[config.mk]
export PLATFORM = sky130hd
export DESIGN_NAME = seg7_count_display
export DESIGN_NICKNAME = d
export VERILOG_FILES = /design/src/rtl/seg7_pkg.sv /design/src/rtl/seg7_decode.sv /design/src/rtl/seg7_count_display.sv
export SDC_FILE = /design/constraint.sdc
export NUM_CORES = 1
export LEC_CHECK = 0
export CAP_MARGIN = 20
export CORE_MARGIN = 2
export CORE_UTILIZATION = 45
export DETAILED_ROUTE_END_ITERATION = 16
export GPL_TIMING_DRIVEN = 0
export PLACE_DENSITY = 0.81
export SLEW_MARGIN = 25
export SYNTH_ARGS = -nofsm -noshare
export SYNTH_HDL_FRONTEND = slang
export SYNTH_SLANG_ARGS = --single-unit
[constraint.sdc]
create_clock -name clk -period 2.01 [get_ports clk]
set_clock_uncertainty 0.15 [all_clocks]
set_input_delay 0.402 -clock clk [delete_from_list [all_inputs] [get_ports clk]]
set_output_delay 0.402 -clock clk [all_outputs]
set_load 0.005 [all_outputs]
[src/rtl/seg7_pkg.sv]
// Shared constants for the two-digit seven-segment count display:
// segment patterns (active-high, bit order {g,f,e,d,c,b,a}) and scan states.
package seg7_pkg;

    localparam logic [6:0] SEG_0   = 7'h3F;
    localparam logic [6:0] SEG_1   = 7'h06;
    localparam logic [6:0] SEG_2   = 7'h5B;
    localparam logic [6:0] SEG_3   = 7'h4F;
    localparam logic [6:0] SEG_4   = 7'h66;
    localparam logic [6:0] SEG_5   = 7'h6D;
    localparam logic [6:0] SEG_6   = 7'h7D;
    localparam logic [6:0] SEG_7   = 7'h07;
    localparam logic [6:0] SEG_8   = 7'h7F;
    localparam logic [6:0] SEG_9   = 7'h6F;
    localparam logic [6:0] SEG_OFF = 7'h00;

    localparam logic [1:0] AN_ONES = 2'b01;
    localparam logic [1:0] AN_TENS = 2'b10;
    localparam logic [1:0] AN_NONE = 2'b00;

    // Which digit the scan FSM is currently driving.
    typedef enum logic {
        DIG_ONES = 1'b0,
        DIG_TENS = 1'b1
    } dig_state_t;

endpackage : seg7_pkg

[src/rtl/seg7_decode.sv]
// Combinational BCD digit to seven-segment decoder. Non-decimal inputs
// (10..15) produce a dark digit rather than a misleading glyph.
module seg7_decode
    import seg7_pkg::*;
(
    input  logic [3:0] digit,
    output logic [6:0] seg
);

    // Map one decimal digit to its segment pattern.
    always_comb begin
        seg = SEG_OFF;
        case (digit)
            4'd0:    seg = SEG_0;
            4'd1:    seg = SEG_1;
            4'd2:    seg = SEG_2;
            4'd3:    seg = SEG_3;
            4'd4:    seg = SEG_4;
            4'd5:    seg = SEG_5;
            4'd6:    seg = SEG_6;
            4'd7:    seg = SEG_7;
            4'd8:    seg = SEG_8;
            4'd9:    seg = SEG_9;
            default: seg = SEG_OFF;
        endcase
    end

endmodule : seg7_decode

[src/rtl/seg7_count_display.sv]
// Display stage for the 4-bit counter: captures the count on a load strobe,
// splits it into tens/ones and scans both digits of a multiplexed
// seven-segment display. All outputs are registered.
module seg7_count_display
    import seg7_pkg::*;
#(
    parameter int REFRESH_DIV = 4
) (
    input  logic       clk,
    input  logic       rst_n,
    input  logic [3:0] count_in,
    input  logic       load,
    input  logic       blank_lz,
    output logic [6:0] seg,
    output logic [1:0] an,
    output logic       updated
);

    localparam int PW = $clog2(REFRESH_DIV);
    localparam logic [PW-1:0] PRESC_LAST = PW'(REFRESH_DIV - 1);

    logic [3:0]    cap_r;
    logic          updated_r;
    logic [PW-1:0] presc_r;
    logic          tick_s;
    dig_state_t    state_r;
    dig_state_t    state_next_s;
    logic          tens_s;
    logic [3:0]    ones_s;
    logic [3:0]    digit_s;
    logic [6:0]    dec_seg_s;
    logic [6:0]    seg_next_s;
    logic [1:0]    an_next_s;
    logic [6:0]    seg_r;
    logic [1:0]    an_r;

    // Capture register plus change-detect flag, compared against the old value.
    always_ff @(posedge clk or negedge rst_n) begin
        if (!rst_n) begin
            cap_r     <= 4'd0;
            updated_r <= 1'b0;
        end else begin
            updated_r <= load && (count_in != cap_r);
            if (load) begin
                cap_r <= count_in;
            end else begin
                cap_r <= cap_r;
            end
        end
    end

    assign tick_s = (presc_r == PRESC_LAST);

    // Refresh prescaler: one full wrap is one digit dwell.
    always_ff @(posedge clk or negedge rst_n) begin
        if (!rst_n) begin
            presc_r <= '0;
        end else if (tick_s) begin
            presc_r <= '0;
        end else begin
            presc_r <= presc_r + PW'(1);
        end
    end

    // Scan FSM state register.
    always_ff @(posedge clk or negedge rst_n) begin
        if (!rst_n) begin
            state_r <= DIG_ONES;
        end else begin
            state_r <= state_next_s;
        end
    end

    // Scan FSM next state: alternate digits on every prescaler wrap.
    always_comb begin
        state_next_s = state_r;
        case (state_r)
            DIG_ONES: begin
                if (tick_s) begin
                    state_next_s = DIG_TENS;
                end else begin
                    state_next_s = DIG_ONES;
                end
            end
            DIG_TENS: begin
                if (tick_s) begin
                    state_next_s = DIG_ONES;
                end else begin
                    state_next_s = DIG_TENS;
                end
            end
            default: state_next_s = DIG_ONES;
        endcase
    end

    // Binary to BCD split; the count never exceeds 15 so tens is 0 or 1.
    assign tens_s  = (cap_r >= 4'd10);
    assign ones_s  = tens_s ? (cap_r - 4'd10) : cap_r;
    assign digit_s = (state_r == DIG_TENS) ? {3'b000, tens_s} : ones_s;

    seg7_decode u_decode (
        .digit (digit_s),
        .seg   (dec_seg_s)
    );

    // Scan FSM outputs: digit enable and segments, with optional leading-zero blanking.
    always_comb begin
        seg_next_s = SEG_OFF;
        an_next_s  = AN_NONE;
        case (state_r)
            DIG_ONES: begin
                an_next_s  = AN_ONES;
                seg_next_s = dec_seg_s;
            end
            DIG_TENS: begin
                an_next_s = AN_TENS;
                if (blank_lz && !tens_s) begin
                    seg_next_s = SEG_OFF;
                end else begin
                    seg_next_s = dec_seg_s;
                end
            end
            default: begin
                an_next_s  = AN_NONE;
                seg_next_s = SEG_OFF;
            end
        endcase
    end

    // Output register so the display pins never see decoder glitches.
    always_ff @(posedge clk or negedge rst_n) begin
        if (!rst_n) begin
            seg_r <= SEG_OFF;
            an_r  <= AN_NONE;
        end else begin
            seg_r <= seg_next_s;
            an_r  <= an_next_s;
        end
    end

    assign seg     = seg_r;
    assign an      = an_r;
    assign updated = updated_r;

endmodule : seg7_count_display

==> out/results.txt <==
outcome = finished clean
post-synth top area cell = dfrtp_1
CTS root buffer = clkbuf_4
Mapped Area = 918 sq um
required time worst endpoint = 2.02 ns
Critical Path Source Type = flop
Hold Vio Cnt, Final = 0
Worst-Margin Slew = 0.696 ns
met3 wire len = 32 um
die width = 49.2 um
Synth Flop Type = dfrtp_1
number of standard cells after synthesis = 83
number of routed nets with antenna violations = 0
Max clock buf depth = 2
Crit path largest cell delay = 0.46 ns
top layer in use = met4
Clk pin slew, worst setup/hold paths = 0.10 ns
cells taking the most area after synthesis = dfrtp_1 (46%), ha_1 (11%), xor2_1 (4.8%), inv_1 (2.9%), a21oi_1 (2.7%)
Static Leak = 0.545 nW
Final period util = 95.5%
RSZ-0062 raised after global routing = false
count leader, synth = dfrtp_1
hold depth = 0
# setup viols final = 0
# nets final = 124
via count = 665
DR pass1 iterations = 4
peak supply drop = 0.342 mV
Setup WS pre-CTS = -0.0779 ns
EDFF count, synth = 0
Netlist cell types = 27
share of the synthesized area in the top cell type = 46.3%
Worst Slack Setup Final = 0.0912 ns
CP endpoint kind = flop
max_cap viols = 0
crit path cell chain = nand3b_1 -> o21a_1 -> or2_2 -> ha_1 -> o21ai_0 -> a21oi_1
largest fanout on the critical path = 6
CTS tree = built
Die Area = 2420 sq um
GP Congestion = 0.834
clock sinks = 17
Syn. warnings = 0
final WL = 1520 um
fin crit period = 1.92 ns
Slew Limit Fails = 0
Post-synth top cells = dfrtp_1 (17), ha_1 (8), inv_1 (7)
routed len/inst = 11.4 um
worst hold endpoint = an[1]
DRC viols = 0
Worst path slowest cell = dfrtp_2
CTS HTree Levels = 1
worst reg2reg path startpoint = cap_r[1]
setup slack, reg-to-reg = 0.09 ns
net count after synthesis = 99
vias in the first global route = 590
grt ovf = 0
core area = 1940 sq um
Inserted Clock Buffers = 3
diode count = 0
Crit Reg-Reg Endpoint = seg[1]
Final Power = 0.000860 W
IO buf count = 17
pin count of the biggest net entering global routing = 18
routed wl met2 = 743 um
fraction of registers with async set/reset = 100%
Detail Placement HPWL = 1180 um
Iteration-0 DRC Markers = 11
num ports = 18
Mean Syn Cell Area = 11.1 sq um
share of cells above drive strength 1 = 19.6%
GRT Total Usage = 13.4%
first-pass GRT wire length = 2490 um
Setup CP Type = reg2reg
Area growth syn-to-layout = 29.2%
hold path startpoint = state_r
pwr/cell area = 725 nW/um^2
vias per inst = 4.96
HP Class = reg2reg
Highest Clock Rate = 0.521 GHz
Seq/Total Area, Yosys = 46.3%
wl on met1 = 710 um
Seq cells post-synth = 17
row count = 16
Starting Density = 47.3%
Slew headroom = 53.5%
clock latency on the worst-skew pair = 0.29 ns
FF-to-FF path depth = 6
Post-CTS Hold Fix Bufs = 0
crit path DAT = 1.93 ns
Die Ht = 49.2 um
initial antenna violation count = 0
-- cells in the final DEF (no fill, tap or decap), drive strengths merged, types with 2 or more instances in the layout --
cell type,count
o21ai,7
nand3,4
a21o,2
o211ai,3
mux2i,2
dfrtp,17
mux2,2
nor2,3
xor2,5
buf,6
a21oi,6
inv,7
ha,8
clkbuf,3
clkdlybuf4s50,17
nand2,5
o21a,2
-- flip-flops by register name (all words and copies together) (netlist names) --
register,flops
an,2
updated,1
presc_r,2
cap_r,4
seg,7
state_r,1
-- metal layers --
metal,GRT usage [%],vias to the layer above
met1,17.7,314
met5,0,-
met4,8.57,0
met3,0.920,4
li1,-,336
met2,21.4,11
-- power breakdown --
part           internal [W]  switching (W)
combinational      0.000159       0.000120
clock             0.0000740       0.000105
sequential         0.000383      0.0000186
-- worst max-delay path: cells and delay by family, from the launching register on --
kind                       cells  cell delay, ns
AOI/OAI and AO/OA              3            0.39
and+or+nand+nor                2            0.49
DFF                            1            0.46
adders and majority gates      1            0.31
-- through the flow --
stage          hold slack, ns  area [sq um]  setup TNS, ns  std cells  utilization, %
2_1_floorplan         -0.0436           918              0         83               -
3_3_place_gp            0.206          1120        -0.0465        127            57.8
3_5_place_dp            0.207          1120         -0.126        127            57.8
4_1_cts                 0.231          1150              0        131            59.4
5_1_grt                 0.250          1190              0        134            61.1
6_report                0.227          1190              0        134            61.1
-- kinds of logic after synthesis --
kind of cell / count (synthesis) / share of synthesized area, %
and+or+nand+nor: 17 / 9.54
AOI/OAI and AO/OA: 22 / 18.0
muxes: 4 / 4.63
buffers and inverters: 10 / 5.86
DFF: 17 / 46.3
adders and majority gates: 8 / 10.9
xor gates and xnor gates: 5 / 4.77
-- timing repair --
item	in CTS	in global routing
endpoints found under the setup margin	3	5
gates resized for setup	2	2
buffers inserted	0	3
-- worst max-delay path by stage --
stage / start / endpoint
CTS: cap_r[2] / seg[1]
detailed placement: cap_r[1] / seg[1]
global placement: cap_r[2] / seg[3]
floorplan: cap_r[2] / seg[1]
global route: cap_r[1] / seg[3]
finish: cap_r[1] / seg[1]
-- final cells by class --
class | count | area [sq um]
Clock inverter | 1 | 5.00
Fill cell | 163 | 756
Multi-Input combinational cell | 56 | 452
Clock buffer | 3 | 22.5
Tap cell | 27 | 33.8
Timing Repair Buffer | 20 | 193
Sequential cell | 17 | 427
Buffer | 3 | 27.5
Inverter | 7 | 26.3
(Power assumes the default switching activity.)
